==> src/rtl/cdb_pkg.sv <==
// ============================================================================
// Module : cdb_pkg
// Brief  : Shared widths, tag field layout and helpers for the CDB arbiter.
// Rev    : 1.0  initial release
// ============================================================================
`default_nettype none

package cdb_pkg;

  localparam int TAG_W       = 8;
  localparam int DATA_W      = 32;
  localparam int GRANT_ID_W  = 3;

  localparam int FU_TYPE_MSB = 7;
  localparam int FU_TYPE_LSB = 5;
  localparam int RS_IDX_MSB  = 4;
  localparam int RS_IDX_LSB  = 0;

  localparam logic [TAG_W-1:0] TAG_IDLE = '0;

  function automatic logic tag_is_idle(input logic [TAG_W-1:0] tag);
    return (tag == TAG_IDLE);
  endfunction

  function automatic logic [FU_TYPE_MSB-FU_TYPE_LSB:0] tag_fu_type(input logic [TAG_W-1:0] tag);
    return tag[FU_TYPE_MSB:FU_TYPE_LSB];
  endfunction

  function automatic logic [RS_IDX_MSB-RS_IDX_LSB:0] tag_rs_idx(input logic [TAG_W-1:0] tag);
    return tag[RS_IDX_MSB:RS_IDX_LSB];
  endfunction

endpackage

`default_nettype wire

==> src/rtl/cdb_arbiter_if.sv <==
// ============================================================================
// Module : cdb_arbiter_if
// Brief  : Result-port handshake and CDB broadcast bundle of the arbiter.
// Rev    : 1.0  initial release
// ============================================================================
`default_nettype none

interface cdb_arbiter_if
  import cdb_pkg::*;
#(
  parameter int NUM_REQ = 4
) ();

  logic                      flush;
  logic [NUM_REQ-1:0]        in_valid;
  logic [NUM_REQ-1:0]        in_ready;
  logic [NUM_REQ*TAG_W-1:0]  in_rs_num;
  logic [NUM_REQ*DATA_W-1:0] in_data;
  logic [TAG_W-1:0]          cdb_rs_num;
  logic [DATA_W-1:0]         cdb_data;
  logic [GRANT_ID_W-1:0]     cdb_grant_id;
  logic                      err_zero_tag;

  // Functional units and flush control side.
  modport master (
    output flush, in_valid, in_rs_num, in_data,
    input  in_ready, cdb_rs_num, cdb_data, cdb_grant_id, err_zero_tag
  );

  // Arbiter side.
  modport slave (
    input  flush, in_valid, in_rs_num, in_data,
    output in_ready, cdb_rs_num, cdb_data, cdb_grant_id, err_zero_tag
  );

endinterface

`default_nettype wire

==> src/rtl/cdb_arbiter_rr_arbiter.sv <==
// ============================================================================
// Module : rr_arbiter
// Brief  : Combinational round-robin pick: first request at or after ptr.
// Rev    : 1.0  initial release
// ============================================================================
`default_nettype none

module rr_arbiter #(
  parameter int NUM_REQ = 4
) (
  input  logic [NUM_REQ-1:0] req,
  input  logic [2:0]         ptr,
  output logic [NUM_REQ-1:0] grant,
  output logic [2:0]         grant_idx,
  output logic               grant_valid
);

  // Two passes emulate the wrap: ports >= ptr first, then the rest from 0.
  always_comb begin
    grant       = '0;
    grant_idx   = '0;
    grant_valid = 1'b0;
    for (int i = 0; i < NUM_REQ; i++) begin
      if (!grant_valid && req[i] && (3'(i) >= ptr)) begin
        grant[i]    = 1'b1;
        grant_idx   = 3'(i);
        grant_valid = 1'b1;
      end
    end
    for (int i = 0; i < NUM_REQ; i++) begin
      if (!grant_valid && req[i]) begin
        grant[i]    = 1'b1;
        grant_idx   = 3'(i);
        grant_valid = 1'b1;
      end
    end
  end

endmodule

`default_nettype wire

==> src/rtl/cdb_arbiter.sv <==
// ============================================================================
// Module : cdb_arbiter
// Brief  : One-entry result buffers per FU port, round-robin CDB broadcast.
// Rev    : 1.0  initial release
// ============================================================================
`default_nettype none

module cdb_arbiter
  import cdb_pkg::*;
#(
  parameter int NUM_REQ = 4
) (
  input  logic         clk,
  input  logic         rst,
  cdb_arbiter_if.slave bus
);

  logic [NUM_REQ-1:0]    occ;
  logic [TAG_W-1:0]      tag_q  [NUM_REQ];
  logic [DATA_W-1:0]     data_q [NUM_REQ];
  logic [TAG_W-1:0]      port_tag  [NUM_REQ];
  logic [DATA_W-1:0]     port_data [NUM_REQ];

  logic [NUM_REQ-1:0]    grant;
  logic [NUM_REQ-1:0]    ready;
  logic [NUM_REQ-1:0]    xfer;
  logic [NUM_REQ-1:0]    zero_xfer;
  logic [2:0]            grant_idx;
  logic                  grant_valid;
  logic [2:0]            rr_ptr;
  logic [2:0]            ptr_next;
  logic [TAG_W-1:0]      sel_tag;
  logic [DATA_W-1:0]     sel_data;

  logic [TAG_W-1:0]      cdb_rs_num;
  logic [DATA_W-1:0]     cdb_data;
  logic [GRANT_ID_W-1:0] cdb_grant_id;
  logic                  err_zero_tag;

  rr_arbiter #(
    .NUM_REQ (NUM_REQ)
  ) u_rr_arbiter (
    .req         (occ),
    .ptr         (rr_ptr),
    .grant       (grant),
    .grant_idx   (grant_idx),
    .grant_valid (grant_valid)
  );

  generate
    for (genvar i = 0; i < NUM_REQ; i++) begin : g_port
      assign port_tag[i]  = bus.in_rs_num[i*TAG_W +: TAG_W];
      assign port_data[i] = bus.in_data[i*DATA_W +: DATA_W];
    end
  endgenerate

  // A granted buffer drains this edge, so it can accept a new result now.
  always_comb begin
    ready     = '0;
    xfer      = '0;
    zero_xfer = '0;
    for (int i = 0; i < NUM_REQ; i++) begin
      ready[i]     = !bus.flush && (!occ[i] || grant[i]);
      xfer[i]      = bus.in_valid[i] && ready[i];
      zero_xfer[i] = xfer[i] && tag_is_idle(port_tag[i]);
    end
  end

  always_comb begin
    sel_tag  = '0;
    sel_data = '0;
    for (int i = 0; i < NUM_REQ; i++) begin
      if (grant[i]) begin
        sel_tag  = sel_tag  | tag_q[i];
        sel_data = sel_data | data_q[i];
      end
    end
  end

  assign ptr_next = (grant_idx == 3'(NUM_REQ - 1)) ? 3'd0 : grant_idx + 3'd1;

  always_ff @(posedge clk or posedge rst) begin
    if (rst) begin
      occ <= '0;
      for (int i = 0; i < NUM_REQ; i++) begin
        tag_q[i]  <= '0;
        data_q[i] <= '0;
      end
    end else if (bus.flush) begin
      occ <= '0;
    end else begin
      for (int i = 0; i < NUM_REQ; i++) begin
        if (xfer[i]) begin
          occ[i]    <= !zero_xfer[i];
          tag_q[i]  <= port_tag[i];
          data_q[i] <= port_data[i];
        end else if (grant[i]) begin
          occ[i] <= 1'b0;
        end
      end
    end
  end

  always_ff @(posedge clk or posedge rst) begin
    if (rst) begin
      cdb_rs_num   <= TAG_IDLE;
      cdb_data     <= '0;
      cdb_grant_id <= '0;
      rr_ptr       <= '0;
      err_zero_tag <= 1'b0;
    end else if (bus.flush) begin
      cdb_rs_num <= TAG_IDLE;
      cdb_data   <= '0;
    end else begin
      if (grant_valid) begin
        cdb_rs_num   <= sel_tag;
        cdb_data     <= sel_data;
        cdb_grant_id <= grant_idx;
        rr_ptr       <= ptr_next;
      end else begin
        cdb_rs_num <= TAG_IDLE;
        cdb_data   <= '0;
      end
      if (|zero_xfer) begin
        err_zero_tag <= 1'b1;
      end
    end
  end

  assign bus.in_ready     = ready;
  assign bus.cdb_rs_num   = cdb_rs_num;
  assign bus.cdb_data     = cdb_data;
  assign bus.cdb_grant_id = cdb_grant_id;
  assign bus.err_zero_tag = err_zero_tag;

endmodule

`default_nettype wire

==> src/flat_wrapper.sv <==
// flat-port wrapper written by rule: the top's interface ports become plain ports
module cdb_arbiter_flat import cdb_pkg::*;
#(
  parameter int NUM_REQ = 4
)
  (clk, rst, bus_flush, bus_in_valid, bus_in_rs_num, bus_in_data, bus_in_ready, bus_cdb_rs_num, bus_cdb_data, bus_cdb_grant_id, bus_err_zero_tag);
  cdb_arbiter_if #(.NUM_REQ(NUM_REQ)) bus_i ();
  input  logic clk;
  input  logic rst;
  input wire logic [$bits(bus_i.flush)-1:0] bus_flush;
  input wire logic [$bits(bus_i.in_valid)-1:0] bus_in_valid;
  input wire logic [$bits(bus_i.in_rs_num)-1:0] bus_in_rs_num;
  input wire logic [$bits(bus_i.in_data)-1:0] bus_in_data;
  output wire logic [$bits(bus_i.in_ready)-1:0] bus_in_ready;
  output wire logic [$bits(bus_i.cdb_rs_num)-1:0] bus_cdb_rs_num;
  output wire logic [$bits(bus_i.cdb_data)-1:0] bus_cdb_data;
  output wire logic [$bits(bus_i.cdb_grant_id)-1:0] bus_cdb_grant_id;
  output wire logic [$bits(bus_i.err_zero_tag)-1:0] bus_err_zero_tag;
  assign bus_i.flush = bus_flush;
  assign bus_i.in_valid = bus_in_valid;
  assign bus_i.in_rs_num = bus_in_rs_num;
  assign bus_i.in_data = bus_in_data;
  assign bus_in_ready = bus_i.in_ready;
  assign bus_cdb_rs_num = bus_i.cdb_rs_num;
  assign bus_cdb_data = bus_i.cdb_data;
  assign bus_cdb_grant_id = bus_i.cdb_grant_id;
  assign bus_err_zero_tag = bus_i.err_zero_tag;
  cdb_arbiter #(.NUM_REQ(NUM_REQ)) u_core (.clk(clk), .rst(rst), .bus(bus_i));
endmodule
==> config.mk <==
export PLATFORM = sky130hd
export DESIGN_NAME = cdb_arbiter_flat
export DESIGN_NICKNAME = d
export VERILOG_FILES = /design/src/rtl/cdb_pkg.sv /design/src/rtl/cdb_arbiter_if.sv /design/src/rtl/cdb_arbiter_rr_arbiter.sv /design/src/rtl/cdb_arbiter.sv /design/src/flat_wrapper.sv
export SDC_FILE = /design/constraint.sdc
export NUM_CORES = 1
export LEC_CHECK = 0
export ABC_CLOCK_PERIOD_IN_PS = 7900
export BUFFER_PORTS_ARGS = -buffer_cell sky130_fd_sc_hd__buf_2
export CAP_MARGIN = 20
export CORE_ASPECT_RATIO = 0.5
export CORE_MARGIN = 4
export CORE_UTILIZATION = 53
export DETAILED_ROUTE_END_ITERATION = 10
export PLACE_DENSITY_LB_ADDON = 0.05
export SLEW_MARGIN = 25
export SYNTH_ARGS = -nofsm -noshare
export SYNTH_HDL_FRONTEND = slang
export SYNTH_SLANG_ARGS = --single-unit
==> constraint.sdc <==
create_clock -name clk -period 7.9 [get_ports clk]
set_input_delay 0.79 -clock clk [delete_from_list [all_inputs] [get_ports clk]]
set_output_delay 0.79 -clock clk [all_outputs]
set_load 0.02 [all_outputs]
==> results.py, run 1 <==
metrics = {
    "run_status": {
        "outcome": "complete, no violations",
    },
    "timing": {
        "slew-limit-headroom_pct": 28.8,
        "max_freq_mhz": 359,
        "period_minus_slack_ns": 2.79,
        "min_period_over_period_pct": 35.3,
        "hold_viol_final": 0,
        "tns_ns": 0,
        "setup_viol": 0,
        "tightest_slew_ns": 1.07,
        "drv_slew": 0,
        "final.setup_skew_ns": 0.0136,
        "timing.hold.ws_ns": 0.468,
        "rsz0062_at_grt": "no",
    },
    "die": {
        "die_h_um": 98.9,
        "initial_core_util_pct": 55.5,
        "coreArea_sq_um": 15800,
        "fp-row-count": 32,
        "die_x_um": 190,
        "dieArea_sq_um": 18800,
        "io_pins": 215,
    },
    "detailed_routing": {
        "routedWlPerCell_um": 20.9,
        "ant_nets": 0,
        "vias_per_cell": 5.52,
        "num_vias": 5497,
        "firstDrtPassIters": 4,
        "drt_drc_violations_left": 0,
        "wirelength_mm": 20.9,
        "drtIter0Drc": 323,
    },
    "final_layout": {
        "final_util_pct": 67.1,
        "layout.cell_area.non_filler_sq_um": 10600,
        "nFillCells": 1199,
        "fin_nets": 929,
        "multi_input_area_sq_um": 3300,
        "ff_latch_area_sq_um": 5230,
        "layout-area-overhead-vs-synth_pct": 20.9,
        "final_common_cell": "buf_2",
        "drive_gt1_share_pct": 54.9,
        "layout_common_cells": "buf_2, dfrtp_1, mux2_2",
    },
    "worst_setup_path": {
        "reg2reg_slack_ns": 5.33,
        "required_ns": 7.11,
        "reg2reg_from": "u_core.rr_ptr[0]",
        "critPathLaunchType": "register",
        "r2r_cells": 5,
        "crit_type": "reg -> out",
        "cp.arrival_ns": 2.00,
        "r2r-end": "u_core.data_q[94]",
        "critPathCaptureType": "output pin",
        "cp_max_fo": 7,
    },
    "global_route": {
        "grt_pass1_vias": 5932,
        "grt_max_degree": 128,
        "grt_remaining_overflow": 0,
        "antenna_found_initial": 5,
        "grt_pass1_wl_mm": 32.8,
        "gr-usage-all-layers_pct": 22.1,
    },
    "synthesis": {
        "async_flop_share_pct": 100,
        "yosys_most_used_dff": "dfrtp_1",
        "syn_area_sq_um": 8750,
        "syn_inst": 562,
        "synth-seq-cells": 209,
        "yosysWarnings": 0,
        "yosysUniqueCellTypes": 37,
        "syn-num-nets": 729,
        "ys_seq_area_share_pct": 59.8,
        "synth-edff-count": 0,
        "postSynthAreaPerCell_sq_um": 15.6,
    },
    "pwr": {
        "peakVddDrop_v": 0.000137,
        "powerDensity_nw_per_um2": 267,
        "power.leakage_nw": 5.16,
    },
    "placement": {
        "place.gp.congestion": 0.808,
        "hpwl_mm": 13.4,
        "dpl_cell_area_sq_um": 9930,
        "port_buffers": 213,
    },
    "clocking": {
        "post_cts.repair.setup_buffers": 0,
        "clk_pin_slew_ns": 0.07,
        "ctsHoldBuffers": 0,
        "numCtsBuffers": 19,
        "cts_sinks": 209,
        "post_cts_resized": 0,
        "clock-root-buffer": "clkbuf_16",
        "clock_latency_ns": 0.48,
        "cts_tree": "done",
        "clk_path_buf_depth": 3,
        "ctsHtreeMaxLevel": 1,
    },
    "worst_hold_path": {
        "hold_path_class": "in -> async",
    },
    "flow_run": {
        "maxCapViolCount": 0,
    },
}
## per-layer routing
layer,part of all wire (%),GRT usage (%)
met1,45,31.4
met2,45,35.0
met3,7.3,6.19
met4,1.9,4.17
met5,0.17,0
## flip-flops by register name, indices dropped and copies added (netlist names)
| name | cells |
|---|---|
| u_core.data_q | 128 |
| u_core.bus.cdb_data | 32 |
| u_core.tag_q | 32 |
| u_core.bus.cdb_rs_num | 8 |
| u_core.occ | 4 |
| u_core.bus.cdb_grant_id | 2 |
| u_core.rr_ptr | 2 |
| u_core.bus.err_zero_tag | 1 |
## stage by stage
| step | std cells | setup slack (ns) | power (mW) |
|---|---|---|---|
| after floorplan | 562 | 1.40 | 1.74 |
| after global placement | 962 | 5.22 | 1.89 |
| after detailed placement | 962 | 5.22 | 1.91 |
| after CTS | 995 | 5.09 | 2.85 |
| after global routing | 996 | 5.00 | 2.95 |
| final | 996 | 5.11 | 2.82 |
## worst max-delay path: stages (launching register included)
cell and delay [ns]:
dfrtp_1 0.43, nand2b_2 0.24, a221oi_2 0.51, a21oi_1 0.14, buf_2 0.19
## Yosys cell counts, types with 6 or more instances
master	number	share of area, %
buf_6	10	1.3
buf_2	13	0.74
a22o_1	40	4.0
nor2_1	12	0.51
a21oi_1	10	0.57
nand2_1	6	0.26
clkbuf_1	14	0.60
mux2_4	79	14
a221o_1	40	4.6
nor4_1	6	0.43
dfrtp_1	209	60
mux2_2	81	10
## cell type report
| cell class | count | share of cell area [%] |
|---|---|---|
| diodes | 1 | 0.0237 |
| repair buffers | 218 | 10.5 |
| multi-input cells | 309 | 31.2 |
| clock buffers | 29 | 5.61 |
| well taps | 221 | 2.61 |
| clock inverters | 4 | 0.426 |
| inverters | 5 | 0.248 |
| flip-flops and latches | 209 | 49.4 |
## cell families (layout without fill, tap and decap cells)
family | count (synthesis) | after routing | share of synthesized area [%]
AOI/OAI and AO/OA | 105 | 105 | 10.6
buffers and inverters | 44 | 256 | 2.97
DFF | 209 | 209 | 59.8
muxes | 160 | 160 | 24.0
other | 1 | 2 | 0.0428
and+or+nand+nor | 43 | 43 | 2.67
## worst max path at each step
stage / start / endpoint / slack [ns] / cells past startpoint
6_report: u_core.rr_ptr[0] / bus_in_ready[2] / 5.11 / 4
5_1_grt: u_core.rr_ptr[0] / bus_in_ready[2] / 5.00 / 4
4_1_cts: u_core.rr_ptr[0] / bus_in_ready[2] / 5.09 / 4
3_5_place_dp: rst / u_core.data_q[119] / 5.22 / 3
3_3_place_gp: rst / u_core.bus.cdb_data[23] / 5.22 / 3
2_1_floorplan: rst / u_core.bus.cdb_data[0] / 1.40 / 1
## power breakdown
part	total (mW)	leakage, nW	internal [mW]	switching [mW]
Combinational	0.516	2.32	0.287	0.229
Sequential	1.37	2.52	1.27	0.105
Clock	0.937	0.320	0.549	0.388
Total	2.82	5.16	2.10	0.722
Note: power is estimated with default switching activity, not from simulation.
==> run 2, diff against run 1 <==
--- a/config.mk
+++ b/config.mk
@@ -5,12 +5,12 @@
 export SDC_FILE = /design/constraint.sdc
 export NUM_CORES = 1
 export LEC_CHECK = 0
-export ABC_CLOCK_PERIOD_IN_PS = 7900
+export ABC_CLOCK_PERIOD_IN_PS = 2530
 export BUFFER_PORTS_ARGS = -buffer_cell sky130_fd_sc_hd__buf_2
 export CAP_MARGIN = 20
 export CORE_ASPECT_RATIO = 0.5
 export CORE_MARGIN = 4
-export CORE_UTILIZATION = 53
+export CORE_UTILIZATION = 48
 export DETAILED_ROUTE_END_ITERATION = 10
 export PLACE_DENSITY_LB_ADDON = 0.05
 export SLEW_MARGIN = 25
==> constraint.sdc (replaced) <==
create_clock -name clk -period 2.53 [get_ports clk]
set_input_delay 0.253 -clock clk [delete_from_list [all_inputs] [get_ports clk]]
set_output_delay 0.253 -clock clk [all_outputs]
set_load 0.02 [all_outputs]
==> results.py, run 2 (same netlist as run 1, synthesis figures left out) <==
metrics = {
    "worst_setup_path": {
        "required_ns": 2.94,
        "cp.arrival_ns": 2.74,
        "crit_type": "reg -> reg",
        "critPathLaunchType": "register",
        "critPathCaptureType": "register",
        "cp_max_fo": 40,
    },
    "pwr": {
        "peakVddDrop_v": 0.000421,
        "switching_share_pct": 25.9,
        "p_total_mw": 8.91,
        "p_sw_mw": 2.31,
        "comb_power_share_pct": 19.8,
        "internal_power_mw": 6.61,
        "powerDensity_nw_per_um2": 767,
        "seqPwrFrac_pct": 48.1,
        "power.leakage_nw": 5.60,
        "clockPowerShare_pct": 32.1,
    },
    "placement": {
        "dp_slack_ns": 0.242,
        "place.gp.congestion": 0.824,
        "port_buffers": 213,
        "place_inst": 989,
        "hpwl_mm": 14.9,
    },
    "detailed_routing": {
        "drtIter0Drc": 281,
        "wirelength_mm": 22.8,
        "firstDrtPassIters": 5,
        "vias_per_cell": 5.36,
        "routedWlPerCell_um": 20.5,
        "num_vias": 5955,
        "drt_drc_violations_left": 0,
        "ant_nets": 0,
    },
    "final_layout": {
        "layout_common_cells": "buf_2, dfrtp_1, dlygate4sd3_1",
        "regMostFlops": "u_core.data_q",
        "largest_register_ffs": 128,
        "layout-area-overhead-vs-synth_pct": 32.9,
        "antenna_cells": 0,
        "final_common_cell": "buf_2",
        "fin_nets": 1032,
        "finalNonFillerCells": 1111,
        "drive_gt1_share_pct": 49.8,
        "top_regs": "u_core.data_q (128), u_core.bus.cdb_data (32), u_core.tag_q (32)",
    },
    "clocking": {
        "ctsHtreeMaxLevel": 1,
        "post_cts_resized": 0,
        "cts_sinks": 209,
        "numCtsBuffers": 19,
        "clk_path_buf_depth": 3,
        "cts_tree": "done",
        "clock-root-buffer": "clkbuf_16",
        "post_cts.repair.setup_buffers": 0,
        "clk_pin_slew_ns": 0.07,
        "clock_latency_ns": 0.49,
    },
    "global_route": {
        "antenna_found_initial": 0,
        "grt_max_degree": 94,
        "gr-usage-all-layers_pct": 21.5,
        "grt_remaining_overflow": 0,
        "grt_pass1_vias": 6087,
        "grt_pass1_wl_mm": 34.1,
    },
    "timing": {
        "setup_viol": 0,
        "period_minus_slack_ns": 2.33,
        "timing.hold.ws_ns": 0.0114,
        "slew-limit-headroom_pct": 30.9,
        "hold_viol_final": 0,
        "tns_ns": 0,
        "max_freq_mhz": 430,
        "final.setup_skew_ns": 0.0158,
        "drv_slew": 0,
        "min_period_over_period_pct": 91.9,
        "finalWorstSetupSlack_ns": 0.204,
        "rsz0062_at_grt": "no",
        "tightest_slew_ns": 1.04,
    },
    "run_status": {
        "outcome": "complete, no violations",
    },
    "flow_run": {
        "maxCapViolCount": 0,
    },
    "die": {
        "coreArea_sq_um": 17600,
        "die_h_um": 103,
        "dieArea_sq_um": 20600,
        "io_pins": 215,
        "initial_core_util_pct": 49.7,
        "die_x_um": 199,
        "fp-row-count": 34,
    },
    "worst_hold_path": {
        "hold_path_class": "in -> reg",
    },
}
-- run 2: cell types whose count changed in the layout (fill, tap and decap cells not counted), sizes merged --
cell / previous run / this run
clkinv: 3 / 2
dlygate4sd3: 0 / 89
clkbuf: 29 / 28
clkinvlp: 0 / 2
buf: 218 / 232
diode: 1 / 0
-- run 2: final timing paths --
kind,start,to,slack [ns],cells after the start
setup / recovery,u_core.occ[2],u_core.bus.cdb_data[14],0.20,4
hold / removal,bus_in_rs_num[30],u_core.tag_q[6],0.01,2
setup reg to reg,u_core.occ[2],u_core.bus.cdb_data[14],0.20,4
hold reg to reg,u_core.tag_q[11],u_core.tag_q[11],0.51,1
max in group asynchronous,rst,u_core.bus.cdb_rs_num[4],1.63,4
min in group asynchronous,rst,u_core.data_q[47],0.48,4
-- run 2: power groups by stage --
stage	logic, mW	registers [mW]	clock network, mW
global route	1.90	4.35	3.07
floorplan	1.05	4.38	0
CTS	1.76	4.28	2.93
detailed placement	1.67	4.34	0
global placement	1.63	4.33	0
finish	1.77	4.29	2.86
-- run 2: metrics by stage --
stage / area (sq um) / utilization (%)
after CTS: 11400 / 64.8
final: 11600 / 66.0
after global placement: 10100 / 57.5
after floorplan: 8760 / -
after detailed placement: 10100 / 57.5
after global routing: 11600 / 66.0
-- run 2: area by class of cell --
type	count	area, sq um
multi-input combinational	309	3290
fill	1318	5980
inverter	5	22.5
clock buffer	28	559
timing repair buffer	321	2170
sequential	209	5230
tap	234	293
clock inverter	5	56.3
-- run 2: timing repair --
| action | 4_1_cts | 5_1_grt |
|---|---|---|
| endpoints found under the setup margin | 0 | 0 |
| endpoints found under the hold margin | 203 | 21 |
| hold buffers | 68 | 21 |
-- run 2: per-layer routing --
metal  up-vias  track usage, %  routed length, um
li1       2711               -                  -
met2       166            34.3              10400
met5         -               0                  0
met4         0            3.36                266
met3        28            4.66               1120
met1      3050            31.4              11000
-- run 2: worst max-delay path: stages (launching register included) --
cell	delay (ns)
dfrtp_1	0.54
nor2_1	0.16
a21oi_1	0.30
and3_2	0.94
a221o_1	0.29
